## src/rtl/vend_pkg.sv

```systemverilog
// -----------------------------------------------------------------------------
// vend_pkg
// Shared definitions for the vending-machine controller slice:
//   - state_t      : controller FSM states
//   - KEY_*        : bit positions inside the debouncer's flag_key bus
//   - COIN*_VAL    : coin values in 0.5-yuan units
//   - key_act_t / decode_key : reduces a multi-bit key pulse vector to the
//                    single action that will be acted on this cycle
// -----------------------------------------------------------------------------
package vend_pkg;

    typedef enum logic [1:0] {
        ST_IDLE     = 2'd0,
        ST_ACCUM    = 2'd1,
        ST_DISPENSE = 2'd2,
        ST_REFUND   = 2'd3
    } state_t;

    localparam int KEY_COIN05  = 0;
    localparam int KEY_COIN1   = 1;
    localparam int KEY_CONFIRM = 2;
    localparam int KEY_CANCEL  = 3;

    localparam int COIN05_VAL = 1;
    localparam int COIN1_VAL  = 2;

    typedef enum logic [2:0] {
        ACT_NONE    = 3'd0,
        ACT_COIN05  = 3'd1,
        ACT_COIN1   = 3'd2,
        ACT_CONFIRM = 3'd3,
        ACT_CANCEL  = 3'd4
    } key_act_t;

    // Only the highest-priority pressed key survives; the rest are dropped.
    // Priority: cancel > confirm > coin1 > coin05.
    function automatic key_act_t decode_key(input logic [3:0] flags);
        key_act_t act;
        act = ACT_NONE;
        if (flags[KEY_CANCEL]) begin
            act = ACT_CANCEL;
        end else if (flags[KEY_CONFIRM]) begin
            act = ACT_CONFIRM;
        end else if (flags[KEY_COIN1]) begin
            act = ACT_COIN1;
        end else if (flags[KEY_COIN05]) begin
            act = ACT_COIN05;
        end
        return act;
    endfunction

endpackage

```

## src/rtl/vend_ctrl_hold_timer.sv

```systemverilog
// -----------------------------------------------------------------------------
// hold_timer
// Fixed-length hold interval generator, shared with the display stage.
//   clk    : clock
//   srst   : synchronous active-high reset (aborts any running interval)
//   start  : one-cycle pulse; the interval begins on the following cycle
//   active : high for exactly HOLD_CYCLES cycles after start
//   done   : high during the last active cycle (counter == HOLD_CYCLES-1),
//            so a consumer can leave its hold state on the same edge that
//            active drops
// The counter sits at 0 whenever the timer is idle.
// -----------------------------------------------------------------------------
module hold_timer #(
    parameter int HOLD_CYCLES = 50_000_000
) (
    input  logic clk,
    input  logic srst,
    input  logic start,
    output logic active,
    output logic done
);

    // A 1-cycle hold still needs a 1-bit counter.
    localparam int CNT_W = (HOLD_CYCLES > 1) ? $clog2(HOLD_CYCLES) : 1;
    localparam logic [CNT_W-1:0] CNT_LAST = CNT_W'(HOLD_CYCLES - 1);

    logic [CNT_W-1:0] cnt_q;
    logic [CNT_W-1:0] cnt_d;
    logic             active_q;
    logic             active_d;
    logic             done_w;

    assign done_w = active_q && (cnt_q == CNT_LAST);

    always_comb begin
        cnt_d    = cnt_q;
        active_d = active_q;
        if (start) begin
            // A restart while active re-arms the full interval.
            active_d = 1'b1;
            cnt_d    = '0;
        end else if (done_w) begin
            active_d = 1'b0;
            cnt_d    = '0;
        end else if (active_q) begin
            cnt_d = cnt_q + 1'b1;
        end
    end

    always_ff @(posedge clk) begin
        if (srst) begin
            cnt_q    <= '0;
            active_q <= 1'b0;
        end else begin
            cnt_q    <= cnt_d;
            active_q <= active_d;
        end
    end

    assign active = active_q;
    assign done   = done_w;

endmodule

```

## src/rtl/vend_ctrl.sv

```systemverilog
// -----------------------------------------------------------------------------
// vend_ctrl
// Vending-machine transaction controller fed by the key debouncer.
//   sclk        : system clock (50 MHz)
//   rst         : synchronous active-high reset; aborts any transaction
//   flag_key    : one-cycle key pulses {cancel, confirm, coin1, coin05}
//   balance     : current credit, 0.5-yuan units
//   change      : change/refund amount, valid while dispense or refund
//   dispense    : high HOLD_CYCLES cycles after a successful purchase
//   refund      : high HOLD_CYCLES cycles after a cancel
//   coin_reject : one-cycle pulse when a coin would exceed MAX_BAL
//   short_pay   : one-cycle pulse on confirm with insufficient credit
//   busy        : high while dispensing or refunding
// Every output is a flop; each response shows up one clock after the key
// pulse is sampled.
// -----------------------------------------------------------------------------
module vend_ctrl
    import vend_pkg::*;
#(
    parameter int PRICE       = 5,
    parameter int MAX_BAL     = 15,
    parameter int BAL_W       = 4,
    parameter int HOLD_CYCLES = 50_000_000
) (
    input  logic             sclk,
    input  logic             rst,
    input  logic [3:0]       flag_key,
    output logic [BAL_W-1:0] balance,
    output logic [BAL_W-1:0] change,
    output logic             dispense,
    output logic             refund,
    output logic             coin_reject,
    output logic             short_pay,
    output logic             busy
);

    localparam logic [BAL_W-1:0] PRICE_B  = BAL_W'(PRICE);
    // Credit arithmetic runs one bit wider so balance + coin cannot wrap.
    localparam logic [BAL_W:0]   MAX_BAL_W = (BAL_W + 1)'(MAX_BAL);
    localparam logic [BAL_W:0]   C05_W     = (BAL_W + 1)'(COIN05_VAL);
    localparam logic [BAL_W:0]   C1_W      = (BAL_W + 1)'(COIN1_VAL);

    state_t           state_q,       state_d;
    logic [BAL_W-1:0] balance_q,     balance_d;
    logic [BAL_W-1:0] change_q,      change_d;
    logic             dispense_q,    dispense_d;
    logic             refund_q,      refund_d;
    logic             coin_reject_q, coin_reject_d;
    logic             short_pay_q,   short_pay_d;
    logic             busy_q,        busy_d;

    key_act_t         key_act;
    logic [BAL_W:0]   coin_val;
    logic [BAL_W:0]   coin_sum;
    logic             timer_start;
    logic             timer_active;
    logic             timer_done;

    assign key_act  = decode_key(flag_key);
    assign coin_val = (key_act == ACT_COIN1) ? C1_W : C05_W;
    assign coin_sum = {1'b0, balance_q} + coin_val;

    hold_timer #(
        .HOLD_CYCLES (HOLD_CYCLES)
    ) u_hold_timer (
        .clk    (sclk),
        .srst   (rst),
        .start  (timer_start),
        .active (timer_active),
        .done   (timer_done)
    );

    always_comb begin
        state_d       = state_q;
        balance_d     = balance_q;
        change_d      = change_q;
        dispense_d    = dispense_q;
        refund_d      = refund_q;
        busy_d        = busy_q;
        coin_reject_d = 1'b0;
        short_pay_d   = 1'b0;
        timer_start   = 1'b0;

        unique case (state_q)
            ST_IDLE, ST_ACCUM: begin
                unique case (key_act)
                    ACT_CANCEL: begin
                        // Nothing to hand back when idle.
                        if (state_q == ST_ACCUM) begin
                            change_d    = balance_q;
                            balance_d   = '0;
                            refund_d    = 1'b1;
                            busy_d      = 1'b1;
                            state_d     = ST_REFUND;
                            timer_start = 1'b1;
                        end
                    end
                    ACT_CONFIRM: begin
                        if ((state_q == ST_ACCUM) && (balance_q >= PRICE_B)) begin
                            // Exact payment (zero change) still dispenses.
                            change_d    = balance_q - PRICE_B;
                            balance_d   = '0;
                            dispense_d  = 1'b1;
                            busy_d      = 1'b1;
                            state_d     = ST_DISPENSE;
                            timer_start = 1'b1;
                        end else begin
                            short_pay_d = 1'b1;
                        end
                    end
                    ACT_COIN1, ACT_COIN05: begin
                        if (coin_sum > MAX_BAL_W) begin
                            coin_reject_d = 1'b1;
                        end else begin
                            balance_d = coin_sum[BAL_W-1:0];
                            state_d   = ST_ACCUM;
                        end
                    end
                    default: begin
                    end
                endcase
            end
            ST_DISPENSE, ST_REFUND: begin
                // Keys are deliberately deaf for the entire hold, including
                // the cycle in which the timer finishes.
                if (timer_done) begin
                    dispense_d = 1'b0;
                    refund_d   = 1'b0;
                    change_d   = '0;
                    busy_d     = 1'b0;
                    state_d    = ST_IDLE;
                end
            end
            default: begin
                state_d = ST_IDLE;
            end
        endcase
    end

    always_ff @(posedge sclk) begin
        if (rst) begin
            state_q       <= ST_IDLE;
            balance_q     <= '0;
            change_q      <= '0;
            dispense_q    <= 1'b0;
            refund_q      <= 1'b0;
            coin_reject_q <= 1'b0;
            short_pay_q   <= 1'b0;
            busy_q        <= 1'b0;
        end else begin
            state_q       <= state_d;
            balance_q     <= balance_d;
            change_q      <= change_d;
            dispense_q    <= dispense_d;
            refund_q      <= refund_d;
            coin_reject_q <= coin_reject_d;
            short_pay_q   <= short_pay_d;
            busy_q        <= busy_d;
        end
    end

    assign balance     = balance_q;
    assign change      = change_q;
    assign dispense    = dispense_q;
    assign refund      = refund_q;
    assign coin_reject = coin_reject_q;
    assign short_pay   = short_pay_q;
    assign busy        = busy_q;

    // The timer and the busy flag must always agree; a divergence would mean
    // the FSM and the hold interval lost step.
    logic unused_active;
    assign unused_active = timer_active ^ busy_q;

endmodule

```

## config.mk

```make
export PLATFORM = sky130hd
export DESIGN_NAME = vend_ctrl
export DESIGN_NICKNAME = d
export VERILOG_FILES = /design/src/rtl/vend_pkg.sv /design/src/rtl/vend_ctrl_hold_timer.sv /design/src/rtl/vend_ctrl.sv
export SDC_FILE = /design/constraint.sdc
export NUM_CORES = 1
export LEC_CHECK = 0
export BUFFER_PORTS_ARGS = -buffer_cell sky130_fd_sc_hd__buf_4
export CAP_MARGIN = 20
export CORE_MARGIN = 5
export CORE_UTILIZATION = 35
export DETAILED_ROUTE_END_ITERATION = 16
export GPL_TIMING_DRIVEN = 0
export MAX_ROUTING_LAYER = met4
export SYNTH_ARGS = -nofsm -noshare
export SYNTH_HDL_FRONTEND = slang
export SYNTH_SLANG_ARGS = --single-unit
```

## constraint.sdc

```tcl
create_clock -name sclk -period 2.31 [get_ports sclk]
set_input_delay 0 -clock sclk [delete_from_list [all_inputs] [get_ports sclk]]
set_output_delay 0 -clock sclk [all_outputs]
set_load 0.05 [all_outputs]
```

==> metrics.md <==
| Metric | Value |
|---|---|
| Initial DRC Count | `151` |
| Number of synthesized register bits | `42` |
| Post-Syn Instances | `258` |
| CP startpoint kind | `flip-flop` |
| Commonest non-fill, non-tap cell in the layout | `dfxtp_1` |
| Average size of a mapped cell | `8.90 µm²` |
| Total CTS buffers | `5` |
| Crit-path max FO | `7` |
| Placed Cells | `353` |
| Starting Density | `0.362` |
| Hold crit path type | `in2reg` |
| R2R Setup Slk | `110 ps` |
| Cell taking the most area after synthesis | `dfxtp_1` |
| CTS Root Cell | `clkbuf_8` |
| Max_slew headroom | `0.643` |
| Critical path required time | `2490 ps` |
| Switching Share | `0.316` |
| Post-synth EDFFs | `0` |
| Final wirelength | `5.35 mm` |
| Max-cap violations | `0` |
| Die X | `91.0 µm` |
| # setup viols final | `0` |
| Core Rows | `29` |
| Maximum vdd ir drop | `0.000402 V` |
| RSZ-0062 raised after global routing | `false` |
| Hold_ws | `6.72 ps` |
| CP cell instances | `ha_1, nand3_1, or4_2, nor3_2, o21ai_0` |
| Place WS | `83.8 ps` |
| CTS Sinks | `42` |
| Core box area | `6350 µm²` |
| Int Pwr | `1080 µW` |
| First-pass GRT wire length | `9.37 mm` |
| Final-layout fill cell count | `627` |
| Number of global-route vias before repair | `1,973` |
| Global route total overflow | `0` |
| Routability cong. | `0.844` |
| Crit path DAT | `2380 ps` |
| CP bufs+invs | `0` |
| Setup Crit Path Kind | `reg2reg` |
| Primary FF master, synth | `dfxtp_1` |
| Post-DP HPWL | `3.81 mm` |
| Layout cells sized above 1 | `0.181` |
| Crit end category | `flip-flop` |
| Commonest non-fill, non-tap cells in the layout | `dfxtp_1, buf_4, nor3_1` |
| Die area | `8280 µm²` |
| Clock Path Buffers | `2` |
| Worst-Skew Late Latency | `300 ps` |
| Synth area leaders | `dfxtp_1, a211oi_1, nor3_1` |
| Antenna cell count | `0` |
| Htree depth | `2` |
| Leakage power | `0.000884 µW` |
| Clock share of power | `0.320` |
| IO Port Bufs | `18` |
| Fmax | `455 MHz` |
| Met3 Resource Use GR | `0.0264` |
| Actual slew at the worst max-slew pin | `532 ps` |
| Flop pwr share | `0.500` |
| Final hold violation count | `0` |
| Final Skew | `11.7 ps` |
| Yosys Warn Count | `0` |
| Async S/R FF share, synth | `0` |
| GR Util All Layers | `0.137` |
| Met2 global-route usage | `0.207` |
| Worst path max stage delay | `740 ps` |
| GR peak layer | `met2` |
| DRC viols | `0` |
| Combinational Power Share | `0.181` |
| Reg clk slew, reported paths | `90 ps` |
| Synth top area share | `0.366` |
| Setup WS post-layout | `111 ps` |
| Fin crit share | `0.952` |
| NetSw | `497 µW` |
| Yosys cell types | `53` |
| Die H | `91.0 µm` |
| # IOs | `19` |
| Mapped cell area | `2300 µm²` |
| Initial antenna violation count | `0` |
| Final ANT Viol Nets | `0` |
| Final slew viol count | `0` |
| WL/cell | `14.6 µm` |
| DR vias | `2,067` |
| Fin nets | `299` |
| Met1 GRT Util | `0.184` |
| Post-route non-filler standard cell count | `365` |
| Syn Nets | `270` |
| Vias/cell | `5.66` |
| Setup TNS | `0 ps` |
| DR pass1 iterations | `4` |
| Final Critical Period | `2200 ps` |
| Outcome | `finished clean` |
| Post-synthesis sequential area ratio | `0.366` |
| PD cells | `590 nW/µm²` |
| Worst path top cell family by delay | `simple AND/OR/NAND/NOR gates` |
| Area Growth Syn to Fin | `16.2%` |
| Largest net degree at the start of global routing | `16` |
| Crit path max-delay cell type | `or4_2` |
| CTS tree | `yes` |
## layer usage
| metal | vias up | share of wire |
|---|---|---|
| met1 | 976 | 0.49 |
| met2 | 45 | 0.46 |
| li1 | 1038 | - |
| met3 | 8 | 0.039 |
| met5 | - | 0 |
| met4 | 0 | 0.017 |
## worst paths after layout
path	start	end	cells past startpoint
worst max-delay path	u_hold_timer.cnt_q[0]$_SDFFE_PP0P_	busy$_SDFFE_PP0P_	5
worst min register to register	change[1]$_SDFFE_PP0P_	change[1]$_SDFFE_PP0P_	2
worst max register to register	u_hold_timer.cnt_q[0]$_SDFFE_PP0P_	busy$_SDFFE_PP0P_	5
worst min-delay path	rst	balance[2]$_SDFFE_PP0P_	3
## state kept, by name, summed over array words and instances (netlist names)
name,count
coin_reject,1
u_hold_timer.active,1
refund,1
balance,4
u_hold_timer.cnt_q,26
dispense,1
busy,1
state_q,2
short_pay,1
change,4
## synth_stat cells (2+ instances only)
cell / n
a211oi_1: 14
nor3_2: 2
clkbuf_1: 13
nor4_1: 2
o22ai_1: 2
nand2_1: 13
nand4bb_1: 2
inv_1: 11
nand4_1: 10
nand4b_1: 6
o31ai_1: 4
mux2i_1: 5
o21ai_0: 12
nand4_4: 2
nor4b_1: 2
or3_1: 7
and2_1: 3
xnor2_1: 8
nor2_1: 6
dfxtp_1: 42
or4_1: 5
nor2b_1: 3
nor3_1: 17
nand3_1: 11
and3_1: 2
o32ai_1: 5
xor2_1: 6
a21oi_1: 7
ha_1: 5
and4_1: 3
nand2b_1: 5
or2_2: 2
## per-stage QoR
stage                      util  area [µm²]  power (µW)
final                     0.420        2670        1570
after global routing      0.420        2670        1650
after CTS                 0.415        2630        1580
after detailed placement  0.398        2530        1080
after global placement    0.398        2530        1080
after floorplan               -        2300         997
## logic make-up (layout without fill, tap and decap cells)
kind of cell	count (synthesis)	after routing	share of synthesized area
AOI/OAI and AO/OA	52	52	0.154
muxes	6	6	0.0267
xor gates and xnor gates	14	14	0.0534
adders and majority gates	6	6	0.0360
buffers and inverters	26	56	0.0463
DFF	42	42	0.366
and+or+nand+nor	112	112	0.317
## power groups by stage
stage                     logic (µW)  registers [µW]  clock network (µW)
after CTS                        280             785                 519
after floorplan                  149             848                   0
final                            284             786                 503
after global routing             311             792                 550
after global placement           274             802                   0
after detailed placement         277             802                   0
## area by class of cell
cell class,instances,area (µm²),area share
plain buffers,15,72.6,0.0272
clock buffers,5,68.8,0.0258
clock inverters,3,25.0,0.00938
inverters,11,41.3,0.0155
multi-input cells,190,1350,0.508
flip-flops and latches,42,842,0.316
well taps,77,96.3,0.0361
repair buffers,22,168,0.0629
## worst reg2reg max path, delay by kind of cell (launching register included)
family	cells	cell delay, ps
DFF	1	420
adders and majority gates	1	210
and+or+nand+nor	3	1280
AOI/OAI and AO/OA	1	170
## repair_timing
action | CTS | global route
buffers inserted | 0 | 3
hold buffers | 1 | 0
endpoints found under the hold margin | 1 | 0
endpoints found under the setup margin | 0 | 34
gates resized for setup | 0 | 15
No activity file was read; power rests on OpenSTA's default activity.
